[config.mk]
export PLATFORM = sky130hd
export DESIGN_NAME = de_pipe_stage
export DESIGN_NICKNAME = d
export VERILOG_FILES = /design/src/rtl/de_pipe_stage.sv
export SDC_FILE = /design/constraint.sdc
export NUM_CORES = 1
export LEC_CHECK = 0
export ABC_AREA = 0
export CAP_MARGIN = 15
export CELL_PAD_IN_SITES_DETAIL_PLACEMENT = 1
export CELL_PAD_IN_SITES_GLOBAL_PLACEMENT = 1
export CORE_MARGIN = 2
export CORE_UTILIZATION = 33
export CTS_BUF_LIST = sky130_fd_sc_hd__clkbuf_4 sky130_fd_sc_hd__clkbuf_8
export CTS_CLUSTER_SIZE = 10
export DETAILED_ROUTE_END_ITERATION = 7
export HOLD_SLACK_MARGIN = 0.03
export PLACE_DENSITY = 0.77
export SYNTH_ARGS = -nofsm -noshare
export SYNTH_HDL_FRONTEND = slang
export SYNTH_SLANG_ARGS = --single-unit
[constraint.sdc]
create_clock -name clk_i -period 3.6 [get_ports clk_i]
set_input_delay 0.9 -clock clk_i [delete_from_list [all_inputs] [get_ports clk_i]]
set_output_delay 0.9 -clock clk_i [all_outputs]
set_load 0.01 [all_outputs]
[src/rtl/de_pipe_stage.sv]
// Decode-to-execute pipeline stage: two-entry elastic register (MAIN + SKID) with
// branch-flush squashing and a saturating count of squashed entries.
module de_pipe_stage #(
  parameter int          XLEN   = 32,
  parameter int          RA_W   = 5,
  parameter logic [6:0]  NOP_OP = 7'h13
) (
  input  logic            clk_i,
  input  logic            rst_i,
  input  logic            flush_i,
  input  logic            in_valid_i,
  output logic            in_ready_o,
  input  logic [6:0]      in_opcode_i,
  input  logic [2:0]      in_funct3_i,
  input  logic [RA_W-1:0] in_rs1_i,
  input  logic [RA_W-1:0] in_rs2_i,
  input  logic [RA_W-1:0] in_rd_i,
  input  logic [XLEN-1:0] in_rdata1_i,
  input  logic [XLEN-1:0] in_rdata2_i,
  input  logic [XLEN-1:0] in_offset_i,
  input  logic [XLEN-1:0] in_pc_i,
  output logic            out_valid_o,
  input  logic            out_ready_i,
  output logic [6:0]      out_opcode_o,
  output logic [2:0]      out_funct3_o,
  output logic [RA_W-1:0] out_rs1_o,
  output logic [RA_W-1:0] out_rs2_o,
  output logic [RA_W-1:0] out_rd_o,
  output logic [XLEN-1:0] out_rdata1_o,
  output logic [XLEN-1:0] out_rdata2_o,
  output logic [XLEN-1:0] out_offset_o,
  output logic [XLEN-1:0] out_pc_o,
  output logic [15:0]     flush_cnt_o
);

  localparam int PW = 10 + 3*RA_W + 4*XLEN;

  typedef enum logic [1:0] {EMPTY, ONE, FULL} state_t;

  state_t          state_reg, state_next;
  logic [PW-1:0]   main_reg, main_next;
  logic [PW-1:0]   skid_reg, skid_next;
  logic [PW-1:0]   in_payload;
  logic            in_ready_reg;
  logic [15:0]     flush_cnt_reg, flush_cnt_next;
  logic            in_fire, out_fire;
  logic [1:0]      held, drop;
  logic [16:0]     cnt_sum;

  assign in_payload = {in_opcode_i, in_funct3_i, in_rs1_i, in_rs2_i, in_rd_i,
                       in_rdata1_i, in_rdata2_i, in_offset_i, in_pc_i};

  assign in_ready_o  = in_ready_reg;
  assign out_valid_o = (state_reg != EMPTY);
  assign in_fire     = in_valid_i & in_ready_reg;
  assign out_fire    = out_valid_o & out_ready_i;
  assign flush_cnt_o = flush_cnt_reg;

  // An empty stage presents a NOP bubble with all other fields zeroed.
  assign {out_opcode_o, out_funct3_o, out_rs1_o, out_rs2_o, out_rd_o,
          out_rdata1_o, out_rdata2_o, out_offset_o, out_pc_o} =
         out_valid_o ? main_reg : {NOP_OP, {(PW-7){1'b0}}};

  always_comb begin
    state_next     = state_reg;
    main_next      = main_reg;
    skid_next      = skid_reg;
    flush_cnt_next = flush_cnt_reg;
    held           = 2'd0;
    drop           = 2'd0;
    cnt_sum        = 17'd0;

    case (state_reg)
      EMPTY: begin
        if (in_fire) begin
          main_next  = in_payload;
          state_next = ONE;
        end
      end
      ONE: begin
        held = 2'd1;
        if (in_fire && out_fire) begin
          main_next = in_payload;
        end else if (in_fire) begin
          skid_next  = in_payload;
          state_next = FULL;
        end else if (out_fire) begin
          state_next = EMPTY;
        end
      end
      FULL: begin
        held = 2'd2;
        if (out_fire) begin
          main_next  = skid_reg;
          state_next = ONE;
        end
      end
      default: state_next = EMPTY;
    endcase

    // Entries delivered to execute this cycle are not squashed; accepted ones are.
    if (flush_i) begin
      state_next     = EMPTY;
      drop           = held - {1'b0, out_fire} + {1'b0, in_fire};
      cnt_sum        = {1'b0, flush_cnt_reg} + {15'd0, drop};
      flush_cnt_next = cnt_sum[16] ? 16'hFFFF : cnt_sum[15:0];
    end
  end

  always_ff @(posedge clk_i) begin
    if (rst_i) begin
      state_reg     <= EMPTY;
      in_ready_reg  <= 1'b1;
      main_reg      <= '0;
      skid_reg      <= '0;
      flush_cnt_reg <= 16'd0;
    end else begin
      state_reg     <= state_next;
      in_ready_reg  <= (state_next != FULL);
      main_reg      <= main_next;
      skid_reg      <= skid_next;
      flush_cnt_reg <= flush_cnt_next;
    end
  end

endmodule

==> metrics <==
status=finished, final reports clean; fill count=4916; Syn-to-layout area delta=35.0%; PD cells=439 nW/um^2; CP Data Arrival Time=2.57 ns; CTS buffer count=57; Worst Hold Launch=skid_reg[27]$_SDFFE_PP0P_; Post-Synthesis Cell Area=13700 sq um; Fin. Hold Viols=0; non-filler cells, final=2624; CP required=2.70 ns; number of H-tree levels=2; cells after synthesis=1800; Clk pin slew, worst setup/hold paths=0.06 ns; Metal-1 WL=20300 microns; die area=43300 sq um; internal power=6080 uW; CP peak stage delay=0.54 ns; Die Wd=208 microns; NumNets Final=2221; Placer Congestion=0.751; MaxCap Viol Count=0; core area=41000 sq um; Syn Area/Cell=7.64 sq um; sw frac=0.253; P_sw=2060 uW; Tightest Pin Transition=0.948 ns; floorplan row count=74; synth unique cells=36; R2R Path Start=state_reg[1]$_SDFF_PP0_; drt first pass iters=5; final setup vio count=0; RSZ-0062 raised after global routing=no; Routed met3 length=2130 microns; Via Count=13500; synthesized net count=1963; met2 routed WL=22600 microns; worst-case clock buffer depth=3; Post-CTS Hold Fix Bufs=0; FF+latch area=6510 sq um; Yosys warning count=0; leakage dissipation=0.00676 uW; dpl hpwl=27700 microns; placed inst area=17400 sq um; Remaining Overflow, GRT=0; startpoint types=register; most common cell after layout, fill and taps aside=nand2_1; Post-CTS Resized=1; Vias/cell=5.15; dpl cells=2530; footprint of the multi-input gates=6580 sq um; ys async rst share=0; Flop pwr share=0.473; first-pass GRT wire length=74500 microns; initial core utilization=0.335; All-Layer GR Usage=0.210; Crit-path slowest cell=clkdlybuf4s50_1; Hold Crit Class=register to register; layout cells sized above 1=0.0607; DIE HEIGHT=208 microns; wire per inst=17.6 microns; fin crit share=0.963; drc violations=0; Seq/Total Area, Yosys=0.473; Port-buffer cells=328; Top Layer Used=met5; Setup crit end kind=primary output; worst-skew pair later-pin latency=0.63 ns; synthesized flop and latch total=325; initial antenna violation count=2; drt total wl=46100 microns; share of power burned in the clock network=0.420; critical-path cell list=or2_4 -> bufbuf_16 -> and2_1 -> clkdlybuf4s50_1; Fmax=289 MHz; Post-DRT Antenna Nets=0; final worst path period need=3.47 ns; worst vdd ir=0.000218 V; crit path launch=state_reg[1]$_SDFF_PP0_; setup bufs post-CTS=0; number of global-route vias before repair=14200; Root Buffer=clkbuf_8; Final Instance Area=18600 sq um; Final Max Slew Viols=0; Clock Sinks=325; Max-slew headroom=0.368; Setup Skew=0.0230 ns; number of flops mapped to enable cells by yosys=0; top_reg_cell synth=dfxtp_1; IO Pins=329; Crit Path Category=register to primary output; Max FO, Critical Path=77; Gate power share=0.107; CTS tree=yes; largest net degree at the start of global routing=156; DRT iter0 DRCs=731; most frequent cells in the layout=622 x nand2_1, 327 x clkdlybuf4s50_1, 325 x dfxtp_1, 164 x a21oi_1, 159 x nor2_1
## power by group through the flow
stage	combinational, uW	sequential (uW)	clock (uW)
after floorplan	445	3900	0
after global placement	841	3920	0
after detailed placement	869	3930	0
after CTS	883	3860	3530
after global routing	961	3880	3700
final	871	3850	3420
## cells by family (layout without fill, tap and decap cells)
family,Yosys count,in the layout,synth area share
simple gates,962,962,0.296
fa+ha+maj,5,5,0.00510
xor+xnor,9,9,0.00573
compound gates,333,333,0.167
buf+inv,163,454,0.0507
flops,325,325,0.473
other cells,0,1,0
mux,3,3,0.00218
## critical path, delay by kind of cell, from the launching register on
kind | cells | cell delay [ns]
DFF | 1 | 0.51
buffers and inverters | 2 | 0.97
and+or+nand+nor | 2 | 0.41
## cell type report
| cell class | instances | area share |
|---|---|---|
| multi-input combinational | 1312 | 0.354 |
| sequential | 325 | 0.350 |
| timing repair buffer | 354 | 0.197 |
| clock buffer | 85 | 0.0583 |
| tap | 532 | 0.0359 |
| clock inverter | 7 | 0.00202 |
| inverter | 8 | 0.00162 |
| antenna | 1 | 0.000135 |
## cells in the mapped netlist (all sizes together) (5+ instances only)
library cell	number	area (sq um)
clkbuf	104	390
nor2	161	607
nand3	5	25.0
inv	8	30.0
nand2b	5	31.3
xnor2	7	61.3
a21oi	164	821
dfxtp	325	6510
a311oi	155	1360
buf	51	277
and2	152	951
nand2	622	2330
## path summary, 6_finish.rpt
path | end | slack, ns | depth (start not counted)
setup reg to reg | flush_cnt_o[5]$_SDFFE_PP0P_ | 0.39 | 12
hold / removal | skid_reg[27]$_SDFFE_PP0P_ | 0.45 | 2
hold reg to reg | skid_reg[27]$_SDFFE_PP0P_ | 0.45 | 2
setup / recovery | out_pc_o[20] | 0.13 | 4
## through the flow
step	setup TNS [ns]	setup slack [ns]	hold slack, ns	power (uW)	util
floorplan	0	0.175	0.437	4350	-
global placement	-0.672	-0.0726	0.441	4760	0.424
detailed placement	-1.56	-0.169	0.447	4800	0.424
CTS	0	0.0394	0.456	8270	0.453
global route	0	0.00113	0.473	8530	0.453
finish	0	0.135	0.453	8140	0.453
## per-layer routing
metal,up-vias,track usage
met3,74,0.0411
met4,2,0.0700
li1,6512,-
met1,6627,0.254
met5,-,0
met2,296,0.371
No activity file was read; power rests on OpenSTA's default activity.
